**config.mk**
```make
export PLATFORM = sky130hd
export DESIGN_NAME = uart_tx_fifo
export DESIGN_NICKNAME = d
export VERILOG_FILES = /design/src/rtl/uart_tx_fifo.sv
export SDC_FILE = /design/constraint.sdc
export NUM_CORES = 1
export LEC_CHECK = 0
export CORE_UTILIZATION = 25
export DETAILED_ROUTE_END_ITERATION = 10
export PLACE_DENSITY = 0.42
export SLEW_MARGIN = 10
export SYNTH_ARGS = -nofsm -noshare
export SYNTH_HDL_FRONTEND = slang
export SYNTH_SLANG_ARGS = --single-unit
```
**constraint.sdc**
```tcl
create_clock -name clk -period 4.3 [get_ports clk]
set_input_delay 0.86 -clock clk [delete_from_list [all_inputs] [get_ports clk]]
set_output_delay 0.86 -clock clk [all_outputs]
set_load 0.02 [all_outputs]
```
**src/rtl/uart_tx_fifo.sv**
```systemverilog
// UART transmitter with baud tick generator, runtime frame format (parity, stop bits)
// and a small valid/ready input FIFO.
module uart_tx_fifo #(
   parameter int DBIT    = 8,
   parameter int OS      = 16,
   parameter int DIV_W   = 16,
   parameter int FIFO_AW = 2
) (
   input  logic               clk,
   input  logic               reset,
   input  logic [DIV_W-1:0]   baud_div,
   input  logic [1:0]         parity_mode,
   input  logic               two_stop,
   input  logic [DBIT-1:0]    tx_data,
   input  logic               tx_valid,
   output logic               tx_ready,
   output logic               tx,
   output logic               tx_busy,
   output logic               tx_done_tick,
   output logic [FIFO_AW:0]   fifo_count
);
   localparam int DEPTH = 1 << FIFO_AW;
   localparam int SW    = $clog2(2 * OS);
   localparam int NW    = $clog2(DBIT);
   localparam logic [FIFO_AW:0] FULL    = DEPTH[FIFO_AW:0];
   localparam logic [SW-1:0]    S_LAST  = SW'(OS - 1);
   localparam logic [SW-1:0]    S_LAST2 = SW'(2 * OS - 1);
   localparam logic [NW-1:0]    N_LAST  = NW'(DBIT - 1);

   localparam logic [2:0] IDLE   = 3'd0;
   localparam logic [2:0] START  = 3'd1;
   localparam logic [2:0] DATA   = 3'd2;
   localparam logic [2:0] PARITY = 3'd3;
   localparam logic [2:0] STOP   = 3'd4;

   logic [DBIT-1:0]    mem [DEPTH];
   logic [FIFO_AW-1:0] wptr, rptr;
   logic               push, pop;

   logic [2:0]         state;
   logic [DIV_W-1:0]   bc;
   logic               s_tick;
   logic [SW-1:0]      s_cnt;
   logic [NW-1:0]      n_cnt;
   logic [DBIT-1:0]    b_reg;
   logic               par_reg;
   logic [1:0]         pmode_reg;
   logic               two_stop_reg;
   logic               par_en;
   logic               par_bit;
   logic               tx_next;

   assign tx_ready = (fifo_count != FULL);
   assign push     = tx_valid & tx_ready;
   assign pop      = (state == IDLE) && (fifo_count != '0);
   assign tx_busy  = (state != IDLE);
   assign s_tick   = (bc == baud_div);
   assign par_en   = (pmode_reg == 2'b01) || (pmode_reg == 2'b10);
   assign par_bit  = (pmode_reg == 2'b10) ? ~par_reg : par_reg;

   always_ff @(posedge clk) begin
      if (push) mem[wptr] <= tx_data;
   end

   always_ff @(posedge clk) begin
      if (reset) begin
         wptr       <= '0;
         rptr       <= '0;
         fifo_count <= '0;
      end else begin
         if (push) wptr <= wptr + FIFO_AW'(1);
         if (pop)  rptr <= rptr + FIFO_AW'(1);
         case ({push, pop})
            2'b10:   fifo_count <= fifo_count + (FIFO_AW + 1)'(1);
            2'b01:   fifo_count <= fifo_count - (FIFO_AW + 1)'(1);
            default: fifo_count <= fifo_count;
         endcase
      end
   end

   // tx is registered from the current state, so the line lags the FSM by one clock
   always_comb begin
      tx_next = 1'b1;
      case (state)
         START:   tx_next = 1'b0;
         DATA:    tx_next = b_reg[0];
         PARITY:  tx_next = par_bit;
         default: tx_next = 1'b1;
      endcase
   end

   always_ff @(posedge clk) begin
      if (reset) begin
         state        <= IDLE;
         bc           <= '0;
         s_cnt        <= '0;
         n_cnt        <= '0;
         b_reg        <= '0;
         par_reg      <= 1'b0;
         pmode_reg    <= '0;
         two_stop_reg <= 1'b0;
         tx           <= 1'b1;
         tx_done_tick <= 1'b0;
      end else begin
         tx           <= tx_next;
         tx_done_tick <= 1'b0;
         bc           <= s_tick ? '0 : bc + DIV_W'(1);
         case (state)
            IDLE: begin
               // bc restarts here so the start bit gets a full bit period
               if (pop) begin
                  b_reg        <= mem[rptr];
                  par_reg      <= ^mem[rptr];
                  pmode_reg    <= parity_mode;
                  two_stop_reg <= two_stop;
                  s_cnt        <= '0;
                  n_cnt        <= '0;
                  bc           <= '0;
                  state        <= START;
               end
            end
            START: begin
               if (s_tick) begin
                  if (s_cnt == S_LAST) begin
                     s_cnt <= '0;
                     state <= DATA;
                  end else begin
                     s_cnt <= s_cnt + SW'(1);
                  end
               end
            end
            DATA: begin
               if (s_tick) begin
                  if (s_cnt == S_LAST) begin
                     s_cnt <= '0;
                     b_reg <= b_reg >> 1;
                     if (n_cnt == N_LAST) state <= par_en ? PARITY : STOP;
                     else                 n_cnt <= n_cnt + NW'(1);
                  end else begin
                     s_cnt <= s_cnt + SW'(1);
                  end
               end
            end
            PARITY: begin
               if (s_tick) begin
                  if (s_cnt == S_LAST) begin
                     s_cnt <= '0;
                     state <= STOP;
                  end else begin
                     s_cnt <= s_cnt + SW'(1);
                  end
               end
            end
            STOP: begin
               if (s_tick) begin
                  if (s_cnt == (two_stop_reg ? S_LAST2 : S_LAST)) begin
                     s_cnt        <= '0;
                     tx_done_tick <= 1'b1;
                     state        <= IDLE;
                  end else begin
                     s_cnt <= s_cnt + SW'(1);
                  end
               end
            end
            default: state <= IDLE;
         endcase
      end
   end
endmodule

```
After elaboration in Yosys (flattened, before gate mapping)
Memories as Yosys holds them, arrays and structs flattened. A register that Yosys moved wholly into a read port is not among the register bits.
Index checks and enable logic that the tools add are counted.
{ "word_totals": {"regBits": 48, "ram_bits": 32, "wordCells": 105, "mem_count": 1} }
{ "op_classes": {"add_sub_neg": 7, "n_eq_ne": 25, "n_mux": 39, "n_bitwise": 4, "n_reduce_logical": 16} }
{ "mem_list": {"columns": ["memory", "words", "word_bits", "rd", "rd_clocked_by_memory_dff", "wr", "line_no", "source"], "rows": [
  ["mem", 4, 8, 1, 1, 1, "36", "logic [DBIT-1:0] mem [DEPTH];"]
]} }
{ "ops": {"columns": ["operator", "n"], "rows": [
  ["two-way mux 16 bit", 3],
  ["two-way mux 3 bit", 15],
  ["two-way mux 5 bit", 6],
  ["two-way mux 8 bit", 3],
  ["!= test 2 bit (second input constant)", 11],
  ["adder 16 x 1 -> 16 bit (second input constant)", 1],
  ["== test 16 bit", 1],
  ["case mux 8 bit (2 select lines)", 1],
  ["case mux 3 bit (5 select lines)", 1],
  ["case mux 5 bit (3 select lines)", 1],
  ["case mux 3 bit (2 select lines)", 2],
  ["AND reduction 10 bit", 1],
  ["nonzero test 3 bit", 3],
  ["AND reduction 4 bit", 2],
  ["XOR reduction 8 bit", 1],
  ["adder 3 x 1 -> 3 bit (second input constant)", 2],
  ["== test 3 x 2 -> 1 bit (second input constant)", 2],
  ["== test 3 bit (second input constant)", 2],
  ["OR reduction 3 bit", 2],
  ["adder 5 x 1 -> 5 bit (second input constant)", 1],
  ["== test 5 x 4 -> 1 bit (second input constant)", 1],
  ["== test 5 bit", 1],
  ["AND reduction 5 bit", 1],
  ["adder 2 x 1 -> 2 bit (second input constant)", 2],
  ["other kinds (16)", 25]
]} }

Logic depth before layout (Yosys ltp)
{ "logic_depth": {"ltp_word": 7, "depth_mapped": 10, "depth_no_buf": 10} }

Worst setup path before layout
Ideal clock, no wire load.
{ "synth_path": {"path_kind": "register -> register", "start": "register state[0]", "end": "register fifo_count[2]", "arrival_time_ns": 2.516, "path_slack_ns": 1.714, "path_stages_with_launch": 11, "n_path_buf": 2, "period_less_slack_ns": 2.586, "cell_sequence": "dfxtp_1 or3_1 clkbuf_1 nor2_2 buf_2 ha_1 inv_1 fa_1 xor2_1 or3_1 a21oi_1"} }
{ "synth_via": {"elab_chain_len": 4} }
{ "synth_lines": {"columns": ["element", "line_no", "source"], "rows": [
  ["start: declaration", "40", "logic [2:0] state;"],
  ["start signal: assignment", "137", "if (n_cnt == N_LAST) state <= par_en ? PARITY : STOP;"],
  ["zero test 3 bit *", "55", "assign pop = (state == IDLE) && (fifo_count != '0);"],
  ["logical AND 1 bit *", "55", null],
  ["named net pop", "38", "logic push, pop;"],
  ["== test 2 x 1 -> 1 bit or == test 2 bit (tied branches)", "73", "case ({push, pop})"],
  ["case mux 3 bit (2 select lines) or nonzero test 2 bit (tied branches)", null, null],
  ["end signal: assignment", "74", "2'b10: fifo_count <= fifo_count + (FIFO_AW + 1)'(1);"],
  ["end signal: assignment", "75", "2'b01: fifo_count <= fifo_count - (FIFO_AW + 1)'(1);"],
  ["end signal: assignment", "76", "default: fifo_count <= fifo_count;"],
  ["end: declaration", "20", "output logic [FIFO_AW:0] fifo_count"]
]} }
Mark *: on every way through the listed nets, which the timed path passes. The rest lies on a longest branch.
A chain may end at the register's enable or synchronous reset.

Worst setup path in the final report
{ "layout_path": {"start": "input port baud_div[15]", "end": "register b_reg[5]"} }
{ "layout_via": {"elab_chain_len": 3} }
{ "layout_lines": {"columns": ["element", "line_no", "source"], "rows": [
  ["start: declaration", "11", "input logic [DIV_W-1:0] baud_div,"],
  ["== test 16 bit", "57", "assign s_tick = (bc == baud_div);"],
  ["!= test 2 bit (no line)", null, null],
  ["AND reduction 4 bit (no line)", null, null],
  ["end signal: assignment", "112", "b_reg <= mem[rptr];"],
  ["end signal: assignment", "136", "b_reg <= b_reg >> 1;"],
  ["end: declaration", "45", "logic [DBIT-1:0] b_reg;"]
]} }
No other way between the ends.

==> out/metrics.cfg <==
[cts]
post_cts_buffers=0
post_cts_resized=0
clk_path_buf_depth=2
htreeDepth=3
path_clk_slew_ns=0.07
cts_root_buffer=clkbuf_16
worstSkewPairLatency_ns=0.35
cts_tree=yes
clkSinkCount=82
hold_buffers=0
cts_buffers=9

[setup_path]
rrSetupSlack_ns=1.79
cp.arrival_ns=3.18
path_class=input pin to register
r2r-end=fifo_count[2]$_SDFFE_PP0P_
start_kind=input pin
endpoint_kind=register
timing.rr.start=state[0]$_SDFFE_PP0P_
worstRegToRegCells=8
worst_ep_required_time_ns=4.54
crit_fanout=15
crit_start=baud_div[15]
endpoint=b_reg[5]$_SDFFE_PP0P_

[yosys]
synth_edf_count=32
synth_top_area_cell=dfxtp_1
synth.distinct_cells=47
synth_area_per_cell_um2=10.7
yosys_warnings=0
synth_top_area_share_pct=26.4
synthArstFlopShare_pct=0
synth_cells=354
seq_area_frac_synth_pct=51.7
ys_ff_latch=82
synth_nets=397
synthesis.area_mm2=0.00379
yosys-top-cells-area=dfxtp_1 26%, edfxtp_1 25%, xor2_1 6.2%, mux4_2 4.8%, nor2_1 4.7%
synth_flop_cell=dfxtp_1

[timing]
worst_pin_slew_ns=0.728
timing.hold.ws_ns=0.475
tns_ns=0
post-route-period-util_pct=68.2
finalSetupViolCount=0
timing_hold_violations_final=0
finClkSkew_ns=0.00644
min_period_ns=2.93
fmax_mhz=341
finalMaxSlewViolations=0
maxSlewHeadroom_pct=51.1
rsz0062_at_grt=no

[layout]
drive_above_1_share_pct=9.21
post-route-util_pct=31.7
mostFrequentLayoutCells=50 x dfxtp_1, 47 x nor2_1, 36 x clkdlybuf4s50_1, 32 x edfxtp_1
largest_reg_flops=32
multi_input_area_mm2=0.00169
layout.cells.non_filler=575
nets=429
regArea_mm2=0.00196
antenna_cells=0
nFillCells=1506
syn2layout_area_growth_pct=22.3
final_common_cell=dfxtp_1

[power]
peakVddDrop_uv=254
power_density_mw_per_mm2=568
power.leakage_nw=1.64

[floorplanning]
die_area_mm2=0.0157
initial_utilization_pct=25.9
die_h_um=125
die_w_um=125
num_rows=44
ios=37
coreArea_mm2=0.0146

[grt]
grt_pass1_wl_um=13400
grt_max_degree=19
grtUsageTotal_pct=11.1
antenna_found_initial=0
gr-total-overflow=0
first_global_vias=2637

[place]
hpwlAfterDp_um=5570
placed_cells=559
io_buffers=36
gp_congestion=0.722

[run]
cap_violations=0

[hold_path]
min_path_cells=2
hold_path_class=register to register

[detailed_routing]
drc=0
drt-pass1-iter-count=4
routed_wl_um=8000
maxUsedRoutingLayer=met4
wl_met3_um=276
wl_met2_um=3740
drtIter0Drc=74
ant_nets=0
m1WireLength_um=3850
vias=2631
via_per_inst=4.58
routedWlPerCell_um=13.9

[run_status]
status=finished clean

==> critical path: stages <==
cell,delay [ns]
clkdlybuf4s50_1,0.41
xor2_1,0.19
nor4_1,0.36
nand4_1,0.36
a21oi_2,0.62
nor2_1,0.09
a311oi_1,0.27
==> cell type report <==
class	count	share of cell area, %
Inverter	13	1.05
Multi-Input combinational cell	242	36.5
Clock buffer	9	4.86
Timing Repair Buffer	38	8.09
Tap cell	184	4.96
Clock inverter	7	2.27
Sequential cell	82	42.3
==> kinds of logic (layout without fill, tap and decap cells) <==
| logic type | Yosys count | in the layout | synth area share, % |
|---|---|---|---|
| mux | 9 | 9 | 5.01 |
| flops | 82 | 82 | 51.7 |
| compound gates | 52 | 52 | 8.74 |
| buf+inv | 30 | 67 | 3.66 |
| fa+ha+maj | 13 | 13 | 4.49 |
| xor+xnor | 44 | 44 | 10.2 |
| simple gates | 124 | 124 | 16.2 |
==> worst min path at each step <==
stage / startpoint / endpoint / slack, ns
after CTS: b_reg[7]$_SDFFE_PP0P_ / b_reg[7]$_SDFFE_PP0P_ / 0.47
after global placement: b_reg[7]$_SDFFE_PP0P_ / b_reg[7]$_SDFFE_PP0P_ / 0.46
after floorplan: b_reg[7]$_SDFFE_PP0P_ / b_reg[7]$_SDFFE_PP0P_ / 0.45
after detailed placement: b_reg[7]$_SDFFE_PP0P_ / b_reg[7]$_SDFFE_PP0P_ / 0.46
after global routing: n_cnt[1]$_SDFFE_PP0P_ / n_cnt[1]$_SDFFE_PP0P_ / 0.51
final: b_reg[7]$_SDFFE_PP0P_ / b_reg[7]$_SDFFE_PP0P_ / 0.48
==> report_power, final <==
part / switching, mW / leakage (nW) / internal, mW
Combinational: 0.407 / 0.782 / 0.341
Clock: 0.343 / 0.159 / 0.519
Sequential: 0.0997 / 0.701 / 0.924
Total: 0.849 / 1.64 / 1.78
==> per-stage QoR <==
step / power (mW) / cell area (um2) / setup WS (ns)
2_1_floorplan: 1.58 / 3790 / 1.71
3_3_place_gp: 1.80 / 4310 / 1.02
3_5_place_dp: 1.80 / 4310 / 0.995
4_1_cts: 2.69 / 4640 / 1.37
5_1_grt: 2.80 / 4640 / 1.08
6_report: 2.63 / 4640 / 1.37
==> per-layer routing <==
| layer | GRT usage, % | up-vias |
|---|---|---|
| li1 | - | 1319 |
| met1 | 13.7 | 1271 |
| met2 | 17.6 | 29 |
| met3 | 3.85 | 12 |
| met4 | 4.23 | 0 |
| met5 | 0 | - |
==> Yosys cell counts (2+ instances only) <==
cell type / count
dfxtp_1: 50
nor2_1: 47
edfxtp_1: 32
nand2_1: 27
xor2_1: 27
a21oi_1: 19
xnor2_1: 17
o21ai_0: 14
inv_1: 13
ha_1: 12
clkbuf_1: 9
nand3_1: 9
mux4_2: 8
a311oi_1: 7
and3_1: 7
nand4_1: 6
nor3_1: 5
or3_1: 5
buf_2: 4
a211oi_1: 3
a22oi_1: 3
and2_1: 2
and4_1: 2
nor4_1: 2
nor4_2: 2
Note: power is estimated with default switching activity, not from simulation.
